--- src/rtl/pix_pair_packer_if.sv ---
// Write-side bus of the pixel pair packer: one 36-bit word plus its ZBT address,
// transferred on a valid/ready handshake.
interface pix_pair_packer_if #(
  parameter int ADDR_W = 19
);
  logic              wr_valid;
  logic [ADDR_W-1:0] wr_addr;
  logic [35:0]       wr_data;
  logic              wr_ready;

  modport master (
    output wr_valid,
    output wr_addr,
    output wr_data,
    input  wr_ready
  );

  modport slave (
    input  wr_valid,
    input  wr_addr,
    input  wr_data,
    output wr_ready
  );
endinterface

--- src/rtl/pix_pair_packer.sv ---
// Packs consecutive even/odd RGB666 pixels into 36-bit ZBT words and buffers them
// in a small first-word-fall-through FIFO with sticky overflow/pairing error flags.
module pix_pair_packer #(
  parameter int FIFO_DEPTH = 4,
  parameter int ADDR_W     = 19
) (
  input  logic                          clk,
  input  logic                          reset,
  input  logic                          pix_valid,
  input  logic [23:0]                   pix_rgb,
  input  logic [10:0]                   hcount,
  input  logic [9:0]                    vcount,
  input  logic                          clr_flags,
  pix_pair_packer_if.master             wr_bus,
  output logic [$clog2(FIFO_DEPTH):0]   fifo_level,
  output logic                          overflow,
  output logic                          pair_err
);

  localparam int PTR_W  = $clog2(FIFO_DEPTH);
  localparam int LVL_W  = PTR_W + 1;
  localparam int PIX_AW = 19;

  typedef enum logic {EMPTY, HALF} pair_state_e;

  typedef struct packed {
    logic [ADDR_W-1:0] addr;
    logic [35:0]       data;
  } word_t;

  // Pixel decode
  logic [17:0]       pix666;
  logic [PIX_AW-1:0] pix_addr;
  logic              pix_odd;
  logic              unused_pix_bits;

  assign pix666   = {pix_rgb[23:18], pix_rgb[15:10], pix_rgb[7:2]};
  assign pix_addr = {vcount[8:0], hcount[10:1]};
  assign pix_odd  = hcount[0];
  assign unused_pix_bits = ^{vcount[9], pix_rgb[17:16], pix_rgb[9:8], pix_rgb[1:0]};

  // Pairing FSM
  pair_state_e       state, next_state;
  logic [17:0]       hold_pix;
  logic [PIX_AW-1:0] hold_addr;
  logic              hold_load;
  logic              push;
  logic              pair_bad;

  // NOTE: clocked state uses non-blocking assignments so every register samples
  // pre-edge values; blocking here would create order-dependent simulation races.
  always_ff @(posedge clk) begin
    if (reset) state <= EMPTY;
    else       state <= next_state;
  end

  // NOTE: every always_comb output gets a default first, so no path leaves a
  // variable unassigned and no latch is inferred.
  always_comb begin
    next_state = state;
    if (pix_valid) begin
      case (state)
        EMPTY:   next_state = pix_odd ? EMPTY : HALF;
        HALF:    next_state = pix_odd ? EMPTY : HALF;
        default: next_state = EMPTY;
      endcase
    end
  end

  always_comb begin
    hold_load = 1'b0;
    push      = 1'b0;
    pair_bad  = 1'b0;
    if (pix_valid) begin
      case (state)
        EMPTY: begin
          if (pix_odd) pair_bad  = 1'b1;
          else         hold_load = 1'b1;
        end
        HALF: begin
          if (!pix_odd) begin
            // A second even pixel replaces the held one.
            pair_bad  = 1'b1;
            hold_load = 1'b1;
          end else if (pix_addr == hold_addr) begin
            push = 1'b1;
          end else begin
            pair_bad = 1'b1;
          end
        end
        default: ;
      endcase
    end
  end

  always_ff @(posedge clk) begin
    if (reset) begin
      hold_pix  <= '0;
      hold_addr <= '0;
    end else if (hold_load) begin
      hold_pix  <= pix666;
      hold_addr <= pix_addr;
    end
  end

  // FWFT FIFO
  word_t             mem [FIFO_DEPTH];
  word_t             push_word;
  word_t             head_word;
  logic [PTR_W-1:0]  wr_ptr, rd_ptr;
  logic [LVL_W-1:0]  level;
  logic              head_valid;
  logic              fifo_full;
  logic              pop;
  logic              push_ok;
  logic              ovf_evt;

  assign push_word.addr = ADDR_W'(hold_addr);
  assign push_word.data = {pix666, hold_pix};

  assign head_valid = (level != '0);
  assign fifo_full  = (level == LVL_W'(FIFO_DEPTH));
  assign pop        = head_valid && wr_bus.wr_ready;
  // A full FIFO still accepts a word when the head leaves on the same edge.
  assign push_ok    = push && (!fifo_full || pop);
  assign ovf_evt    = push && fifo_full && !pop;

  // NOTE: the storage array has no reset; only pointers and level are reset,
  // and the outputs are forced to zero while the FIFO is empty.
  always_ff @(posedge clk) begin
    if (push_ok) mem[wr_ptr] <= push_word;
  end

  always_ff @(posedge clk) begin
    if (reset) begin
      wr_ptr <= '0;
      rd_ptr <= '0;
      level  <= '0;
    end else begin
      if (push_ok) wr_ptr <= wr_ptr + 1'b1;
      if (pop)     rd_ptr <= rd_ptr + 1'b1;
      case ({push_ok, pop})
        2'b10:   level <= level + 1'b1;
        2'b01:   level <= level - 1'b1;
        default: level <= level;
      endcase
    end
  end

  always_comb begin
    head_word = '0;
    if (head_valid) head_word = mem[rd_ptr];
  end

  assign wr_bus.wr_valid = head_valid;
  assign wr_bus.wr_addr  = head_word.addr;
  assign wr_bus.wr_data  = head_word.data;
  assign fifo_level      = level;

  // Sticky flags: a new error in the clearing cycle wins over clr_flags.
  always_ff @(posedge clk) begin
    if (reset) begin
      overflow <= 1'b0;
      pair_err <= 1'b0;
    end else begin
      if (ovf_evt)        overflow <= 1'b1;
      else if (clr_flags) overflow <= 1'b0;

      if (pair_bad)       pair_err <= 1'b1;
      else if (clr_flags) pair_err <= 1'b0;
    end
  end

endmodule

--- src/flat_wrapper.sv ---
// flat-port wrapper written by rule: the top's interface ports become plain ports
module pix_pair_packer_flat 
#(
  parameter int FIFO_DEPTH = 4,
  parameter int ADDR_W     = 19
)
  (clk, reset, pix_valid, pix_rgb, hcount, vcount, clr_flags, fifo_level, overflow, pair_err, wr_bus_wr_valid, wr_bus_wr_addr, wr_bus_wr_data, wr_bus_wr_ready);
  pix_pair_packer_if #(.ADDR_W(ADDR_W)) wr_bus_i ();
  input  logic clk;
  input  logic reset;
  input  logic pix_valid;
  input  logic [23:0] pix_rgb;
  input  logic [10:0] hcount;
  input  logic [9:0] vcount;
  input  logic clr_flags;
  output logic [$clog2(FIFO_DEPTH):0] fifo_level;
  output logic overflow;
  output logic pair_err;
  output wire logic [$bits(wr_bus_i.wr_valid)-1:0] wr_bus_wr_valid;
  output wire logic [$bits(wr_bus_i.wr_addr)-1:0] wr_bus_wr_addr;
  output wire logic [$bits(wr_bus_i.wr_data)-1:0] wr_bus_wr_data;
  input wire logic [$bits(wr_bus_i.wr_ready)-1:0] wr_bus_wr_ready;
  assign wr_bus_wr_valid = wr_bus_i.wr_valid;
  assign wr_bus_wr_addr = wr_bus_i.wr_addr;
  assign wr_bus_wr_data = wr_bus_i.wr_data;
  assign wr_bus_i.wr_ready = wr_bus_wr_ready;
  pix_pair_packer #(.FIFO_DEPTH(FIFO_DEPTH), .ADDR_W(ADDR_W)) u_core (.clk(clk), .reset(reset), .pix_valid(pix_valid), .pix_rgb(pix_rgb), .hcount(hcount), .vcount(vcount), .clr_flags(clr_flags), .wr_bus(wr_bus_i), .fifo_level(fifo_level), .overflow(overflow), .pair_err(pair_err));
endmodule
--- config.mk ---
export PLATFORM = sky130hd
export DESIGN_NAME = pix_pair_packer_flat
export DESIGN_NICKNAME = d
export VERILOG_FILES = /design/src/rtl/pix_pair_packer_if.sv /design/src/rtl/pix_pair_packer.sv /design/src/flat_wrapper.sv
export SDC_FILE = /design/constraint.sdc
export NUM_CORES = 1
export LEC_CHECK = 0
export BUFFER_PORTS_ARGS = -buffer_cell sky130_fd_sc_hd__buf_4
export CORE_MARGIN = 2
export CORE_UTILIZATION = 40
export DETAILED_ROUTE_END_ITERATION = 6
export SLEW_MARGIN = 20
export SYNTH_ARGS = -nofsm -noshare
export SYNTH_HDL_FRONTEND = slang
export SYNTH_SLANG_ARGS = --single-unit
--- constraint.sdc ---
create_clock -name clk -period 2.5 [get_ports clk]
set_input_delay 0 -clock clk [delete_from_list [all_inputs] [get_ports clk]]
set_output_delay 0 -clock clk [all_outputs]
set_load 0.02 [all_outputs]
# Word-level counts from Yosys, hierarchy flattened
# Memory sizes are Yosys's and may differ from the RTL's. A register that Yosys moved wholly into a read port is not among the register bits.
# Cells that the tools add are included.
[totals]
rom_bits = 0
out_inout_bits = 61
ff_bits = 47
ramBits = 220
elab_cells = 49
memories = 1
latchBits = 0
[classes]
add_sub_neg = 4
reduce_logical = 11
n_eq_ne = 4
bitwise = 1
div_mod_pow = 0
shifts = 0
n_mul = 0
order_cmp = 0
n_mux = 20
[memory_table]
columns = ["memory", "depth", "width", "rd", "rd_ports_with_merged_regs", "wr", "line_no", "rtl"]
rows = [
  ["u_core.mem", 4, 55, 1, 1, 1, "pix_pair_packer.sv:107", "word_t mem [FIFO_DEPTH];"],
]
[op_table]
columns = ["cell", "n"]
rows = [
  ["55-bit two-way mux", 1],
  ["19-bit == test", 1],
  ["1-bit two-way mux", 15],
  ["3-bit one-hot mux with 2 select lines", 1],
  ["2-bit nonzero test", 3],
  ["2-bit by 1-bit adder with 2-bit output (second input constant)", 2],
  ["1-bit logical AND", 4],
  ["2-bit two-way mux", 2],
  ["3-bit by 1-bit adder with 3-bit output (second input constant)", 1],
  ["3-bit == test (second input constant)", 1],
  ["3-bit nonzero test", 1],
  ["3-bit by 1-bit subtractor with 3-bit output (second input constant)", 1],
  ["2-bit by 1-bit == test with 1-bit output (second input constant)", 1],
  ["2-bit == test (second input constant)", 1],
  ["1-bit logical NOT", 2],
  ["1-bit one-hot mux with 2 select lines", 1],
  ["1-bit logical OR", 1],
  ["1-bit inverter", 1],
]

# Depth between registers and ports, before layout
[logic_depth]
depth_word = 8
mapped_depth = 10
depth_no_buf = 10

# Worst setup path before layout
# Ideal clock, no wire load.
[synth_timing]
path_type = "reg-to-reg"
startpoint = "register u_core.hold_addr[3]"
endpoint = "register u_core.level[2] (netlist: u_core.fifo_level[2])"
path_stages_with_launch = 11
period_less_slack_ns = 2.642
t_required_ns = 2.377
arrival_time_ns = 2.519
path_slack_ns = -0.142
cell_sequence = "dfxtp_1 > xnor2_1 > o221ai_1 > nor4b_1 > and2_0 > nor2_1 > fa_1 > or2_2 > a21oi_1 > a31oi_1 > mux2_1"
[synth_between]
elab_chain_cells = 8
word_cells_on_any_way = 10
cone_classes = "eq/ne: 3; mux: 5; reduce/logical: 2"
[synth_lines]
columns = ["element", "line_no", "rtl"]
rows = [
  ["from (decl)", "pix_pair_packer.sv:45", "logic [PIX_AW-1:0] hold_addr;"],
  ["from (signal assigned)", "pix_pair_packer.sv:102", "hold_addr <= pix_addr;"],
  ["19-bit == test *", "pix_pair_packer.sv:85", "end else if (pix_addr == hold_addr) begin"],
  ["1-bit two-way mux *", "pix_pair_packer.sv:85", ""],
  ["1-bit two-way mux *", "pix_pair_packer.sv:81", "if (!pix_odd) begin"],
  ["1-bit two-way mux *", "pix_pair_packer.sv:75", "case (state)"],
  ["1-bit two-way mux *", "pix_pair_packer.sv:74", "if (pix_valid) begin"],
  ["1-bit logical AND *", "pix_pair_packer.sv:125", "assign push_ok = push && (!fifo_full || pop);"],
  ["2-bit by 1-bit == test with 1-bit output / 2-bit == test (equally long branches)", "pix_pair_packer.sv:142", "case ({push_ok, pop})"],
  ["3-bit one-hot mux with 2 select lines / 2-bit nonzero test (equally long branches)", "--", ""],
  ["to (signal assigned)", "pix_pair_packer.sv:143", "2'b10: level <= level + 1'b1;"],
  ["to (signal assigned)", "pix_pair_packer.sv:144", "2'b01: level <= level - 1'b1;"],
  ["to (signal assigned)", "pix_pair_packer.sv:145", "default: level <= level;"],
  ["to (decl)", "pix_pair_packer.sv:111", "logic [LVL_W-1:0] level;"],
]
# Every way passes the cells marked *; elsewhere a longest branch is shown, timed or not.
# A chain may end at the register's enable or synchronous reset.

# Worst setup path in the final report
[layout_timing]
startpoint = "register u_core.hold_addr[1]"
endpoint = "register u_core.level[2] (netlist: u_core.fifo_level[2])"
# Same word-level chain as after synthesis.

==> impl_metrics.toml <==
[setup_path]
path_class = "flip-flop to flip-flop"
cp_cell_sequence = "xnor2_2, nand4_1, nor4_4, and2_4, nor2_2, fa_2, or2_4, a21oi_2, a31oi_1, mux2_1"
r2r_end = "u_core.fifo_level[2]"
slowest_stage = "fa_2"
slowest_delay_ns = 0.36
crit_arrival_ns = 2.87
crit_family = "simple AND/OR/NAND/NOR gates"
startpoint_type = "flip-flop"
critPathRequiredTime_ns = 2.91
rrSetupSlack_ns = 0.04
critPathBufInv = 0
ff2ff_path_depth = 10
worstSetupEndpointType = "flip-flop"
cp_max_fo = 2
r2r-start = "u_core.hold_addr[1]"

[worst_hold_path]
hold_start = "pix_rgb[21]"
worstHoldPathType = "primary input to flip-flop"
hold_end = "u_core.mem[0][33]"
worstHoldPathCells = 2

[clock_tree]
cts_buffers = 27
cts_root_buf = "clkbuf_16"
cts_tree = "done"
clockBufferDepth = 3
clock_sinks = 269
clock_latency_ns = 0.53
cts.htree.levels = 1
path_clk_slew_ns = 0.06

[global_route]
grtUsageTotal_pct = 16.38
grt_pass1_vias = 6547
gr-total-overflow = 0
grt_start_max_net_pins = 60
grt_pass1_wl_um = 35580
antenna_found_initial = 1

[cells_and_area]
fin_cells = 1182
final_cell_mix = "220 x edfxtp_1, 140 x buf_4, 79 x nand2_1, 60 x dlygate4sd3_1, 56 x and2_1"
final_common_cell = "edfxtp_1"
layout.nets = 880
syn_to_final_growth_pct = 29.27
drive_above_1_share_pct = 33.22
fin_area_mm2 = 0.01355

[placed_design]
globalplace.congestion = 0.8358
io_buffers = 103
hpwl_um = 13650
place_area_mm2 = 0.01199
preCtsSetupSlack_ns = -0.1306
dp_cells = 1068

[floorplanning]
num_io_pins = 111
chipHeight_um = 165.9
die_w_um = 165.9
fp-row-count = 59
coreArea_mm2 = 0.02591
fp.dieArea_mm2 = 0.02751
start_util_pct = 40.45

[sta]
relSlewSlack_pct = 36.66
final.period_utilization_pct = 98.48
fin_ws_ns = 0.03795
skew_ns = 0.01782
timing.hold.ws_ns = 0.2264
hold_viol_final = 0
fmax_ghz = 0.4062
worst_slew_pin_slew_ns = 0.9502
rsz0062_at_grt = "yes"
finalCriticalPeriod_ns = 2.462
setup_viol = 0
drv_slew = 0

[power]
ir_worst_vdd_v = 0.0004421
powerDensity_mw_per_mm2 = 660.9
p_leak_nw = 4.762
total_power_mw = 8.954

[logic_synthesis]
syn_area_mm2 = 0.01048
synth.distinct_cells = 44
async_reset_ff_share_pct = 0
synthCells = 620
synth_edf_count = 220
ys.flop_type = "edfxtp_1"
syn_area_per_cell_um2 = 16.90
synth-seq-cells = 269
ys_warn_count = 0
yosysSeqAreaShare_pct = 72.40
syn-num-nets = 675

[detailed_routing]
drc = 0
num_vias = 6043
drt_iter0_drc = 308
routed_wl_um = 22250
wl_per_cell_um = 18.83
vias_per_cell = 5.113
drt_first_pass_iters = 5
ant_nets = 0

[flow_run]
cap_violations = 0

[status]
status = "finished clean"
-- power breakdown --
part	total (mW)	switching [mW]	internal, mW	leakage, nW
Sequential	4.89	0.0286	4.86	2.39
Combinational	0.334	0.161	0.173	1.96
Clock	3.73	1.62	2.12	0.410
Total	8.95	1.81	7.15	4.76
-- cells by family after synthesis --
family / after synthesis / share of synthesized area [%]
muxes: 59 / 12.21
xor gates and xnor gates: 20 / 1.671
and+or+nand+nor: 179 / 9.002
AOI/OAI and AO/OA: 49 / 2.531
adders and majority gates: 5 / 0.6686
buffers and inverters: 39 / 1.516
DFF: 269 / 72.40
-- how the worst max path moves through the flow --
stage,start,to,slack (ns),depth (start not counted)
floorplan,u_core.hold_addr[3],u_core.fifo_level[2],0.005,10
global placement,u_core.hold_addr[17],u_core.fifo_level[2],-0.007,10
detailed placement,u_core.hold_addr[17],u_core.fifo_level[2],-0.13,10
CTS,u_core.hold_addr[13],u_core.fifo_level[2],-0.0003,9
global route,u_core.hold_addr[1],u_core.fifo_level[2],-0.04,10
finish,u_core.hold_addr[1],u_core.fifo_level[2],0.04,10
-- per-layer routing --
| metal | up-vias | GRT usage [%] | wire (um) |
|---|---|---|---|
| li1 | 2760 | - | - |
| met1 | 3078 | 21.50 | 9609 |
| met2 | 162 | 28.27 | 11150 |
| met3 | 43 | 2.908 | 1057 |
| met4 | 0 | 4.423 | 436 |
| met5 | - | 0 | 0 |
-- cell type report --
class                           instances  area, um2
Sequential cell                       269       7600
Antenna cell                            1      2.502
Clock inverter                         12      72.57
Fill cell                            2103      12360
Multi-Input combinational cell        312       2844
Timing Repair Buffer                  210       1834
Tap cell                              335      419.2
Clock buffer                           38      757.0
Inverter                                5      18.77
-- sequential cells by signal, indices dropped and copies added, names as in the netlist, named ones only --
| signal | flops |
|---|---|
| u_core.mem | 220 |
| u_core.hold_pix | 18 |
| u_core.hold_addr | 19 |
| u_core.fifo_level | 3 |
| u_core.pair_err | 1 |
| u_core.state | 1 |
| u_core.wr_ptr | 2 |
| u_core.overflow | 1 |
| u_core.rd_ptr | 2 |
-- cells in the mapped netlist (all sizes together) (2+ instances only) --
master | instances | area, um2
nor3b | 3 | 22.52
nor2b | 2 | 12.51
buf | 12 | 57.55
ha | 4 | 50.05
nand2b | 4 | 25.02
nand4 | 2 | 12.51
and2 | 62 | 392.9
nand3 | 6 | 30.03
xnor2 | 16 | 140.1
nor4 | 2 | 33.78
nand4b | 2 | 17.52
clkbuf | 22 | 82.58
nor2 | 9 | 33.78
nand2 | 79 | 296.5
xor2 | 4 | 35.03
mux4 | 55 | 1239
mux2i | 3 | 30.03
dfxtp | 49 | 980.9
inv | 5 | 18.76
a21oi | 42 | 210.2
edfxtp | 220 | 6606
-- what timing repair did --
item	in CTS	in global routing
hold endpoints to repair	120	0
setup endpoints to repair	1	21
gates cloned	0	0
resized for setup	9	14
setup buffers	2	1
hold buffers	60	0
pin swaps	3	11
-- metrics by stage --
stage          utilization, %  setup TNS [ns]
3_3_place_gp            46.26       -0.006816
4_1_cts                 51.96      -0.0002569
5_1_grt                 52.28        -0.04110
3_5_place_dp            46.26         -0.1306
6_report                52.29               0
2_1_floorplan               -               0
Power figures use the tool's default switching activity.
